<file path="src/rtl/sd_pkg.sv">
// Shared definitions for the SD SPI-mode data-block engine: FSM states,
// result codes, token values and block geometry.
package sd_pkg;

  typedef enum logic [3:0] {
    IDLE, W_TOKEN, W_FETCH, W_DATA, W_CRCH, W_CRCL, W_RESP, W_BUSY,
    R_POLL, R_DATA, R_CRCH, R_CRCL, FINISH
  } state_t;

  typedef enum logic [2:0] {
    ST_OK      = 3'd0,
    ST_TOKEN_TO = 3'd1,
    ST_CRC_ERR = 3'd2,
    ST_WR_REJ  = 3'd3,
    ST_BUSY_TO = 3'd4
  } status_t;

  localparam logic [7:0] TOK_START = 8'hFE;
  localparam logic [7:0] RESP_OK   = 8'h05;
  localparam logic [7:0] RESP_MASK = 8'h1F;
  localparam logic [7:0] FILL_BYTE = 8'hFF;

  localparam int         BLOCK_LEN = 512;
  localparam logic [8:0] LAST_IDX  = 9'(BLOCK_LEN - 1);

endpackage

</file>
<file path="src/rtl/spi_byte_xfer.sv">
// One-byte handshake onto the SPI byte shifter: registers the request into a
// start pulse and reports completion once the shifter has gone idle again.
module spi_byte_xfer
  import sd_pkg::*;
(
  input  logic       clk,
  input  logic       rst_n,
  input  logic       xfer_req,
  input  logic       xfer_dir,
  input  logic [7:0] tx_byte,
  output logic       xfer_ready,
  output logic       xfer_done,
  output logic [7:0] rx_byte,
  output logic       sh_start_write,
  output logic       sh_start_read,
  output logic [7:0] sh_shift_in,
  input  logic [7:0] sh_shift_out,
  input  logic       sh_busy
);

  localparam int STAGES = 2;

  // [0] start cycle, [1] busy rising, [STAGES] waiting for busy to drop
  logic [STAGES:0] vld_pipe;
  logic            dir_q;

  always_ff @(posedge clk or negedge rst_n) begin
    if (!rst_n) begin
      vld_pipe    <= '0;
      dir_q       <= 1'b0;
      sh_shift_in <= FILL_BYTE;
    end else begin
      vld_pipe[0]      <= xfer_req;
      vld_pipe[1]      <= vld_pipe[0];
      vld_pipe[STAGES] <= vld_pipe[1] | (vld_pipe[STAGES] & sh_busy);
      if (xfer_req) begin
        dir_q       <= xfer_dir;
        sh_shift_in <= xfer_dir ? tx_byte : FILL_BYTE;
      end
    end
  end

  assign sh_start_write = vld_pipe[0] &  dir_q;
  assign sh_start_read  = vld_pipe[0] & ~dir_q;
  assign xfer_done      = vld_pipe[STAGES] & ~sh_busy;
  assign xfer_ready     = ~|vld_pipe;
  assign rx_byte        = sh_shift_out;

endmodule

</file>
<file path="src/rtl/sd_block_engine.sv">
// Sequences one 512-byte SD block read or write in SPI mode: tokens, data,
// CRC16, data-response and busy wait, using the byte-transfer handshake.
module sd_block_engine
  import sd_pkg::*;
#(
  parameter logic [15:0] TOKEN_POLLS = 16'd4095,
  parameter logic [19:0] BUSY_POLLS  = 20'd262143
) (
  input  logic        clk,
  input  logic        rst_n,
  input  logic        cmd_start,
  input  logic        cmd_dir,
  output logic        done,
  output logic [2:0]  status,
  output logic        active,
  output logic [8:0]  buf_addr,
  output logic [7:0]  buf_wdata,
  output logic        buf_we,
  input  logic [7:0]  buf_rdata,
  output logic        sh_start_write,
  output logic        sh_start_read,
  output logic [7:0]  sh_shift_in,
  input  logic [7:0]  sh_shift_out,
  input  logic        sh_busy,
  output logic        sh_crc_reset,
  output logic        sh_crc_source,
  input  logic [15:0] sh_crc_out
);

  state_t      state, state_nxt;
  logic [2:0]  status_nxt;
  logic [8:0]  byte_cnt;
  logic [19:0] poll_cnt;
  logic [15:0] crc_hold;
  logic        crc_src_q, crc_rst_q;

  logic        xfer_req, xfer_dir, xfer_ready, xfer_done;
  logic [7:0]  tx_byte, rx_byte;
  logic        byte_state, last_byte, tok_last, busy_last;

  assign byte_state = state inside {W_TOKEN, W_DATA, W_CRCH, W_CRCL, W_RESP,
                                    W_BUSY, R_POLL, R_DATA, R_CRCH, R_CRCL};
  assign xfer_dir   = state inside {W_TOKEN, W_DATA, W_CRCH, W_CRCL};
  assign xfer_req   = byte_state & xfer_ready;
  assign last_byte  = (byte_cnt == LAST_IDX);
  // poll_cnt holds bytes already rejected, so the current one is the limit-th
  assign tok_last   = (poll_cnt == ({4'd0, TOKEN_POLLS} - 20'd1));
  assign busy_last  = (poll_cnt == (BUSY_POLLS - 20'd1));

  spi_byte_xfer u_xfer (
    .clk           (clk),
    .rst_n         (rst_n),
    .xfer_req      (xfer_req),
    .xfer_dir      (xfer_dir),
    .tx_byte       (tx_byte),
    .xfer_ready    (xfer_ready),
    .xfer_done     (xfer_done),
    .rx_byte       (rx_byte),
    .sh_start_write(sh_start_write),
    .sh_start_read (sh_start_read),
    .sh_shift_in   (sh_shift_in),
    .sh_shift_out  (sh_shift_out),
    .sh_busy       (sh_busy)
  );

  always_comb begin
    state_nxt  = state;
    status_nxt = status;
    tx_byte    = FILL_BYTE;
    case (state)
      IDLE:    if (cmd_start) begin
                 state_nxt  = cmd_dir ? W_TOKEN : R_POLL;
                 status_nxt = ST_OK;
               end
      W_TOKEN: begin
                 tx_byte = TOK_START;
                 if (xfer_done) state_nxt = W_FETCH;
               end
      W_FETCH: state_nxt = W_DATA;
      W_DATA:  begin
                 tx_byte = buf_rdata;
                 if (xfer_done) state_nxt = last_byte ? W_CRCH : W_FETCH;
               end
      W_CRCH:  begin
                 tx_byte = crc_hold[15:8];
                 if (xfer_done) state_nxt = W_CRCL;
               end
      W_CRCL:  begin
                 tx_byte = crc_hold[7:0];
                 if (xfer_done) state_nxt = W_RESP;
               end
      W_RESP:  if (xfer_done) begin
                 if ((rx_byte & RESP_MASK) != RESP_OK) begin
                   state_nxt  = FINISH;
                   status_nxt = ST_WR_REJ;
                 end else state_nxt = W_BUSY;
               end
      W_BUSY:  if (xfer_done) begin
                 if (rx_byte != 8'h00) begin
                   state_nxt  = FINISH;
                   status_nxt = ST_OK;
                 end else if (busy_last) begin
                   state_nxt  = FINISH;
                   status_nxt = ST_BUSY_TO;
                 end
               end
      R_POLL:  if (xfer_done) begin
                 if (rx_byte == TOK_START) state_nxt = R_DATA;
                 else if (tok_last) begin
                   state_nxt  = FINISH;
                   status_nxt = ST_TOKEN_TO;
                 end
               end
      R_DATA:  if (xfer_done && last_byte) state_nxt = R_CRCH;
      R_CRCH:  if (xfer_done) state_nxt = R_CRCL;
      // both CRC bytes have passed through the CRC, so a clean block leaves zero
      R_CRCL:  if (xfer_done) begin
                 state_nxt  = FINISH;
                 status_nxt = (sh_crc_out == 16'h0000) ? ST_OK : ST_CRC_ERR;
               end
      FINISH:  state_nxt = IDLE;
      default: state_nxt = IDLE;
    endcase
  end

  always_ff @(posedge clk or negedge rst_n) begin
    if (!rst_n) begin
      state     <= IDLE;
      status    <= ST_OK;
      byte_cnt  <= '0;
      poll_cnt  <= '0;
      crc_hold  <= '0;
      crc_src_q <= 1'b1;
      crc_rst_q <= 1'b0;
    end else begin
      state     <= state_nxt;
      status    <= status_nxt;
      // fires the cycle after a byte completes, before the next start is issued
      crc_rst_q <= xfer_done & ((state == W_TOKEN) |
                                ((state == R_POLL) & (rx_byte == TOK_START)));
      if (state == IDLE && cmd_start) begin
        byte_cnt  <= '0;
        poll_cnt  <= '0;
        crc_src_q <= ~cmd_dir;
      end
      if (state == FINISH) crc_src_q <= 1'b1;
      if (xfer_done) begin
        case (state)
          W_DATA: begin
            byte_cnt <= byte_cnt + 9'd1;
            if (last_byte) crc_hold <= sh_crc_out;
          end
          R_DATA:         byte_cnt <= byte_cnt + 9'd1;
          W_RESP:         poll_cnt <= '0;
          W_BUSY, R_POLL: if (!(tok_last && busy_last)) poll_cnt <= poll_cnt + 20'd1;
          default: ;
        endcase
      end
    end
  end

  assign done          = (state == FINISH);
  assign active        = (state != IDLE);
  assign buf_addr      = byte_cnt;
  assign buf_we        = (state == R_DATA) & xfer_done;
  assign buf_wdata     = buf_we ? rx_byte : 8'h00;
  assign sh_crc_reset  = crc_rst_q;
  assign sh_crc_source = crc_src_q;

endmodule

</file>
<file path="config.mk">
export PLATFORM = sky130hd
export DESIGN_NAME = sd_block_engine
export DESIGN_NICKNAME = d
export VERILOG_FILES = /design/src/rtl/sd_pkg.sv /design/src/rtl/spi_byte_xfer.sv /design/src/rtl/sd_block_engine.sv
export SDC_FILE = /design/constraint.sdc
export NUM_CORES = 1
export LEC_CHECK = 0
export CAP_MARGIN = 10
export CORE_ASPECT_RATIO = 0.9
export CORE_MARGIN = 2
export CORE_UTILIZATION = 35
export DETAILED_ROUTE_END_ITERATION = 7
export GPL_ROUTABILITY_DRIVEN = 0
export GPL_TIMING_DRIVEN = 0
export PLACE_DENSITY = 0.67
export SYNTH_ARGS = -nofsm -noshare
export SYNTH_HDL_FRONTEND = slang
export SYNTH_SLANG_ARGS = --single-unit
export TNS_END_PERCENT = 100
</file>
<file path="constraint.sdc">
create_clock -name clk -period 5.2 [get_ports clk]
set_input_delay 0.78 -clock clk [delete_from_list [all_inputs] [get_ports clk]]
set_output_delay 0.78 -clock clk [all_outputs]
set_load 0.05 [all_outputs]
</file>
## Word level (Yosys, flattened, before mapping)

Cells that the tools add are included.

- Add/sub/neg operators: 2
- Equal/unequal tests: 33
- Multiplexer cells: 43
- Bitwise gates (word level): 13
- Reductions and logical operators: 18

Operators with widths:

| kind | count |
|---|---|
| $mux W4 | 17 |
| $mux W20 | 3 |
| $pmux W4 S12 | 1 |
| $pmux W20 S2 | 1 |
| $mux W3 | 11 |
| $pmux W8 S4 | 1 |
| $mux W9 | 3 |
| $ne A2 B2 Y1 const B | 12 |
| $add A20 B1 Y20 const B | 1 |
| $eq A20 B12 Y1 const B | 1 |
| $eq A20 B18 Y1 const B | 1 |
| $eq A4 B4 Y1 const B | 5 |
| $eq A4 B3 Y1 const B | 4 |
| $logic_not A16 Y1 | 1 |
| $mux W8 | 2 |
| $pmux W3 S5 | 1 |
| $reduce_and A13 Y1 | 1 |
| $reduce_and A10 Y1 | 1 |
| $reduce_bool A10 Y1 | 1 |
| $add A9 B1 Y9 const B | 1 |
| $eq A9 B9 Y1 const B | 1 |
| $and A1 B1 Y1 | 8 |
| $eq A4 B2 Y1 const B | 2 |
| $eq A8 B8 Y1 const B | 1 |
| other kinds (19) | 28 |

- Register bits: 66
- Input port bits: 37
- Output and inout bits: 35
- Logic and storage cells: 119

## Depth between registers and ports, before layout

Gate-level depths: netlist (run 1).

- Word-level depth: 6
- Depth in mapped cells: 10
- Gate-level depth less buffers: 10

## Hierarchy

Synthesis (run 1) repeated with hierarchy kept, for this count alone.

- Cell total of the unflattened synthesis: 409
- Area total of the unflattened synthesis: 3,758.6 µm²

Modules (own cells, without submodules):

| module | times used | cells each | area an instance (µm²) | seq. area each (µm²) |
|---|---|---|---|---|
| sd_block_engine | 1 | 356 | 3,205.6 | 1,352.5 |
| spi_byte_xfer | 1 | 53 | 553.0 | 310.3 |

## Worst setup path before layout (run 1)

No wires, ideal clock.

- Path kind: input-to-output
- Start point: input sh_busy
- End point: output buf_wdata[0]
- Arrival time: 2,909 ps
- Required time: 4,420 ps
- Slack: 1,511 ps
- Stages: 3
- Cells stage by stage: nand2b_1 > nor3_1 > and2_1

- Cells in the longest elaborated chain, start to end: 4

Ends and longest elaborated chain:

| what | RTL line | RTL |
|---|---|---|
| start, declared | sd_block_engine.sv:24 | `input logic sh_busy,` |
| $not A1 Y1 | spi_byte_xfer.sv:45 | `assign xfer_done = vld_pipe[STAGES] & ~sh_busy;` |
| $and A1 B1 Y1 | spi_byte_xfer.sv:45 |  |
| $and A1 B1 Y1 | sd_block_engine.sv:165 | `assign buf_we = (state == R_DATA) & xfer_done;` |
| net buf_we | sd_block_engine.sv:18 | `output logic buf_we,` |
| $mux W8 | sd_block_engine.sv:166 | `assign buf_wdata = buf_we ? rx_byte : 8'h00;` |
| end, declared | sd_block_engine.sv:17 | `output logic [7:0] buf_wdata,` |

The timed path passes the listed nets, and every way through them passes these cells.

## Final worst setup path (run 1)

- Start point: input sh_busy
- End point: output buf_wdata[7]

- Cells in the longest elaborated chain, start to end: 4

Ends and longest elaborated chain:

| what | RTL line |
|---|---|
| $not A1 Y1 | spi_byte_xfer.sv:45 |
| $and A1 B1 Y1 | spi_byte_xfer.sv:45 |
| $and A1 B1 Y1 | sd_block_engine.sv:165 |
| $mux W8 | sd_block_engine.sv:166 |

Every way passes these cells.

==> reports/results.ini, run 1 <==
[cts]
clock-sinks=66
cts_resized=0
clock_tree.htree_level_count=3
clk_latency_ns=0.34
cts.root.buffer_cell=clkbuf_16
cts-hold-fix-buffers=0
cts_made_buffers=9
path_clk_slew_ns=0.05
max-clock-path-buffers=2
cts_setup_buffers=0
cts_tree=yes

[status]
status=finished, final reports clean

[synth]
syn_nets=424
synth.lib_cells_used.distinct=54
synthesis.area_sq_mm=0.00366
synth_edf_count=0
netlist_instances=383
yosys_register_bits=66
post_synth_main_area_contributors=dfrtp_1 39%, mux2_2 6.8%, dfstp_2 6.5%
synth.largest_area_cell=dfrtp_1
avg_cell_area_syn_sq_um=9.56
yosys_warnings=0
yosysTopAreaCellShare=0.390
synth_ff_type=dfrtp_1
seq_total_area_yosys=0.454
asyncSetResetFlopFracSynth=1.00

[finish]
antenna_cells_inserted=0
final_layout_size_suffix_gt1_frac=0.153
flow.area_growth_from_synthesis_pct=32.0
fillerInstances=953
finalInstanceArea_sq_mm=0.00483
final-instance-count-excl-fill=599
final-seq-area_sq_mm=0.00166
num-nets-final=506
area_taken_by_multi_input_logic_gates_sq_mm=0.00184

[pwr]
netSwitchingPower_uw=818
combinationalPowerShare=0.423
p_total_uw=2180
power.switching_fraction=0.376
p_int_uw=1360
seq_power_share=0.296
power.density_mw_per_mm2=451
share_clk_of_total_power=0.281
irDropWorstVdd_mv=0.206
leakagePower_uw=0.00204

[drt]
postRouteAntennaNets=0
drt-wirelength-per-cell_um=16.0
drt_pass1_iterations=4
vias_per_cell=5.41
detail_route.drc_violations=0
detailedRoute.firstIterationViolations=217
drt_wl_total_mm=9.61
routed-via-count=3240

[hold_path]
holdPathStages=0
min_path_type=flip-flop to flip-flop

[placed_design]
placedCellCount=583
placement.io_buffers=71
post_dp_cell_area_sq_mm=0.00453
hpwl_mm=6.98

[sta]
max_freq_mhz=248
hold_violations=0
final.setup_skew_ns=0.0117
rsz0062_at_grt=false
timing.final.setup_violations=0
final.setup.tns_ns=0
worst_pin_slew_ns=0.844
timing.max_slew.rel_slack=0.437
post-route-period-util=0.776
maxSlewViolCount=0
finalCriticalPeriod_ns=4.04

[critical_path]
cp.required_ns=4.42
critical_path_peak_fanout=9
setup.worst_path.start_class=primary input
signal_arrival_time_at_the_worst_endpoint_ns=3.26
setup.reg_to_reg.worst_slack_ns=2.86
crit_path_end_kind=primary output
timing.reg2reg.worst_path_depth=8
critPathKind=primary input to primary output

[floorplanning]
die_height_um=101
floorplan.die_area_sq_mm=0.0113
starting_density_of_the_core=0.359
core_area_sq_mm=0.0102
die_width_um=112
ioPinCount=72
rows=35

[global_route]
number_of_antenna_violations_at_the_first_check_in_global_routing=0
gr-usage-all-layers=0.176
global_route.overflow_total=0
grt_pass1_vias=3119
wire_length_of_the_first_global_routing_pass_mm=15.9
grt_start_max_net_pins=67

[run]
max-cap-violations=0

==> cells in the mapped netlist (2+ instances only) <==
cell type	instances
nor3_1	9
nand2b_1	5
a21oi_1	18
nand4_1	8
o211ai_1	4
and2_1	13
o21a_1	2
dfstp_2	9
nor2_1	40
o2111ai_2	2
and3_1	6
nand2_1	35
a31oi_1	5
ha_1	4
a22o_1	3
inv_1	6
mux2_2	22
o22a_1	7
and4_1	3
o22ai_1	3
dfrtp_1	57
nor2b_1	2
nand3_1	16
o31ai_1	9
mux2i_1	3
buf_2	4
o21ai_0	36
buf_4	7
nor4_1	5
xor2_1	4
a22oi_1	7
clkbuf_1	4
buf_6	4
==> state kept, by name (all words and copies together) (netlist names) <==
register            flops
buf_addr                9
crc_hold               16
poll_cnt               20
sh_crc_reset            1
sh_crc_source           1
state                   4
status                  3
u_xfer.dir_q            1
u_xfer.sh_shift_in      8
u_xfer.vld_pipe         3
==> metal layers <==
metal	up-vias	part of all wire	track usage
li1	1565	-	-
met1	1584	0.49	0.248
met2	79	0.45	0.270
met3	12	0.042	0.0373
met4	0	0.016	0.0636
met5	-	0	0
==> critical path, stage by stage <==
cell and delay (ns):
clkdlybuf4s50_1 0.44, nand2b_1 0.27, nor3_1 0.72, and2_1 0.23, clkdlybuf4s50_1 0.81
==> layout make-up <==
type | count | area share
Multi-Input combinational cell | 291 | 0.381
Sequential cell | 66 | 0.344
Timing Repair Buffer | 71 | 0.147
Clock buffer | 13 | 0.0539
Tap cell | 129 | 0.0334
Buffer | 19 | 0.0275
Clock inverter | 3 | 0.00829
Inverter | 7 | 0.00544
==> stage by stage <==
stage	hold slack (ns)	worst slack (ns)	utilization
floorplan	0.380	1.51	-
global placement	0.405	1.20	0.444
detailed placement	0.409	1.18	0.444
CTS	0.420	1.18	0.473
global route	0.441	0.966	0.473
finish	0.417	1.16	0.473
==> worst paths after layout <==
kind / start / end
worst max-delay path: sh_busy / buf_wdata[7]
max in group asynchronous: rst_n / u_xfer.vld_pipe[2]
worst min-delay path: u_xfer.vld_pipe[0] / u_xfer.vld_pipe[1]
min in group asynchronous: rst_n / poll_cnt[3]
worst max register to register: poll_cnt[0] / state[0]
worst min register to register: u_xfer.vld_pipe[0] / u_xfer.vld_pipe[1]
==> cell usage in the layout, fill, tap and decap left out, types with 4 or more instances in the layout <==
cell type	count
nor4_1	5
mux2_2	22
a21oi_1	18
o31ai_1	9
nor2_1	40
buf_4	8
dfrtp_1	57
nand3_1	16
o21ai_0	36
nand2b_1	5
clkbuf_16	9
and3_1	6
buf_2	4
o22a_1	7
dfstp_2	9
and2_1	13
a22oi_1	7
inv_1	6
clkdlybuf4s50_1	70
ha_1	4
o211ai_1	4
nand2_1	35
a31oi_1	5
xor2_1	4
buf_6	4
nand4_1	8
nor3_1	9
clkbuf_1	6
==> power groups by stage <==
stage	combinational [uW]	sequential (uW)	clock (uW)
final	921	645	611
after global routing	1000	654	645
after CTS	916	645	616
after detailed placement	911	654	0
after global placement	904	649	0
after floorplan	564	749	0
==> cells by family (layout without fill, tap and decap cells) <==
logic type      Yosys count  count (layout)  share of synthesized area
compound gates          103             103                      0.187
xor+xnor                  4               4                    0.00957
fa+ha+maj                 4               4                     0.0137
buf+inv                  26             113                     0.0434
flops                    66              66                      0.454
mux                      25              25                     0.0759
simple gates            155             155                      0.216
No activity file was read; power rests on OpenSTA's default activity.
==> run 2: changes to the inputs <==
PLACE_DENSITY = 0.69   (was 0.67)
clock period = 3.35 ns   (was 5.2 ns; I/O delays follow)
==> run 2 against run 1 <==
  * Sequential power is 55% higher
  * Wire length fell by 3.7%
  * Core utilization increased by 0.39 points
  * Clock power increased by 65%
  * Clock skew shrank 0.0071 ns
  * Combinational power increased by 56%
  * Power up 59%
  * Worst hold slack got worse by 0.15 ns
  * Highest routed layer unchanged
==> reports/results.ini, run 2 (synthesized netlist as in run 1, its figures left out) <==
[status]
status=finished, final reports clean  ; unchanged

[floorplanning]
core_area_sq_mm=0.0102  ; unchanged
floorplan.die_area_sq_mm=0.0113  ; unchanged
die_height_um=101  ; unchanged
rows=35  ; unchanged
ioPinCount=72  ; unchanged
die_width_um=112  ; unchanged
starting_density_of_the_core=0.359  ; unchanged

[sta]
post-route-period-util=0.931
max_freq_mhz=321
rsz0062_at_grt=false  ; unchanged
hold_violations=0  ; unchanged
finalCriticalPeriod_ns=3.12
final.setup.tns_ns=0  ; unchanged
worst_pin_slew_ns=0.812  ; was 0.844 ns
timing.max_slew.rel_slack=0.458  ; was 0.437
timing.final.setup_violations=0  ; unchanged
maxSlewViolCount=0  ; unchanged
final.setup_skew_ns=0.00461  ; was 0.0117 ns

[critical_path]
path_cells=clkdlybuf4s50_1, nand2b_1, nor3_4, and2_1, clkdlybuf4s50_1  ; was clkdlybuf4s50_1, nand2b_1, nor3_1, and2_1, clkdlybuf4s50_1
cpMaxStageDelayCell=clkdlybuf4s50_1  ; unchanged
cp.required_ns=2.85  ; was 4.42 ns
r2r_start=poll_cnt[0]  ; unchanged
setup.reg_to_reg.worst_slack_ns=1.07  ; was 2.86 ns
worst_path_largest_cell_delay_ns=0.80  ; was 0.81 ns
signal_arrival_time_at_the_worst_endpoint_ns=2.62  ; was 3.26 ns
setup.worst_path.start_class=primary input  ; unchanged
critical_path_peak_fanout=9  ; unchanged
cpMostUsedCell=clkdlybuf4s50_1  ; unchanged
crit_path_end_kind=primary output  ; unchanged
timing.reg2reg.worst_path_depth=8  ; unchanged
crit-reg2reg-capture=state[0]  ; unchanged
critPathKind=primary input to primary output  ; unchanged

[finish]
final-instance-count-excl-fill=599  ; unchanged
flow.area_growth_from_synthesis_pct=33.1  ; was 32.0%
num-nets-final=506  ; unchanged
finish.utilization=0.477  ; was 0.473
largest_register=poll_cnt  ; unchanged
antenna_cells_inserted=0  ; unchanged
most_common_cell_after_layout_fill_and_taps_aside=clkdlybuf4s50_1  ; unchanged
final_layout_size_suffix_gt1_frac=0.160  ; was 0.153
largest_reg_flops=20  ; unchanged
layout.cells.most_common_list=70 x clkdlybuf4s50_1, 57 x dfrtp_1, 40 x nor2_1  ; unchanged

[drt]
routed-via-count=3250  ; was 3,240
drt_wl_total_mm=9.25  ; was 9.61 mm
drt-wirelength-per-cell_um=15.4  ; was 16.0 um
detailedRoute.firstIterationViolations=227  ; was 217
postRouteAntennaNets=0  ; unchanged
detail_route.drc_violations=0  ; unchanged
drt_pass1_iterations=5  ; was 4
vias_per_cell=5.43  ; was 5.41

[cts]
path_clk_slew_ns=0.06  ; was 0.05 ns
clock_tree.htree_level_count=3  ; unchanged
cts_made_buffers=9  ; unchanged
cts.root.buffer_cell=clkbuf_16  ; unchanged
max-clock-path-buffers=2  ; unchanged
cts_setup_buffers=0  ; unchanged
cts-hold-fix-buffers=0  ; unchanged
clk_latency_ns=0.33  ; was 0.34 ns
cts_tree=yes  ; unchanged
clock-sinks=66  ; unchanged

[placed_design]
placedCellCount=583  ; unchanged
hpwl_mm=6.75  ; was 6.98 mm
placement.io_buffers=71  ; unchanged

[pwr]
power.density_mw_per_mm2=709  ; was 451 mW/mm^2
p_total_uw=3450  ; was 2180 uW
leakagePower_uw=0.00204  ; about the same
irDropWorstVdd_mv=0.338  ; was 0.206 mV

[hold_path]
min_path_type=primary input to asynchronous set/reset pin  ; was flip-flop to flip-flop

[global_route]
grt_start_max_net_pins=67  ; unchanged
grt_pass1_vias=3125  ; was 3,119
gr-usage-all-layers=0.170  ; was 0.176
wire_length_of_the_first_global_routing_pass_mm=15.5  ; was 15.9 mm
global_route.overflow_total=0  ; unchanged
number_of_antenna_violations_at_the_first_check_in_global_routing=0  ; unchanged

[run]
max-cap-violations=0  ; unchanged

[run 2: changes by cell type in the layout (fill, tap and decap cells not counted)]
| cell | change |
|---|---|
| bufinv_16 | +1 |
| clkbuf_1 | -2 |
| clkbuf_8 | -1 |
| clkinv_2 | -2 |
| clkinvlp_4 | +4 |
| nor3_1 | -1 |
| nor3_4 | +1 |
[run 2: worst max-delay path by stage]
stage | start | endpoint | slack [ns] | cells past startpoint
floorplan | sh_busy | buf_wdata[0] | 0.22 | 3
global placement | rst_n | crc_hold[6] | -0.40 | 1
detailed placement | sh_busy | buf_wdata[2] | -0.11 | 5
CTS | sh_busy | buf_wdata[2] | 0.14 | 5
global route | sh_busy | buf_wdata[1] | 0.13 | 5
finish | sh_busy | buf_wdata[2] | 0.23 | 5
[run 2: layer usage]
| metal | track usage | share of wire | up-vias |
|---|---|---|---|
| met5 | 0 | 0 | - |
| li1 | - | - | 1582 |
| met1 | 0.240 | 0.47 | 1553 |
| met2 | 0.254 | 0.46 | 107 |
| met4 | 0.0522 | 0.011 | 0 |
| met3 | 0.0475 | 0.062 | 8 |
[run 2: final cells by class]
type | instances | area (sq um)
Clock inverter | 6 | 90.1
Clock buffer | 10 | 239
Multi-Input combinational cell | 291 | 1850
Sequential cell | 66 | 1660
Inverter | 7 | 26.3
Fill cell | 953 | 5330
Timing Repair Buffer | 71 | 708
Buffer | 19 | 133
Tap cell | 129 | 161
[run 2: stage by stage]
stage / worst slack [ns] / instance area [sq um] / hold WS, ns
after floorplan: 0.216 / 3660 / 0.207
after global placement: -0.401 / 4530 / 0.403
after detailed placement: -0.107 / 4530 / 0.403
after CTS: 0.143 / 4860 / 0.310
after global routing: 0.131 / 4870 / 0.354
final: 0.232 / 4870 / 0.269
[run 2: repair_timing]
| action | CTS | global route |
|---|---|---|
| endpoints found under the hold margin | 0 | 0 |
| endpoints found under the setup margin | 9 | 1 |
| resized for setup | 1 | 1 |
[run 2: worst max-delay path: cells and delay by family]
family                 cells  cell delay (ns)
buffers and inverters      2             1.23
and+or+nand+nor            3             0.87
[run 2: power by group]
part	internal [uW]	switching (uW)
logic	571	866
registers	923	79.1
clock network	671	343
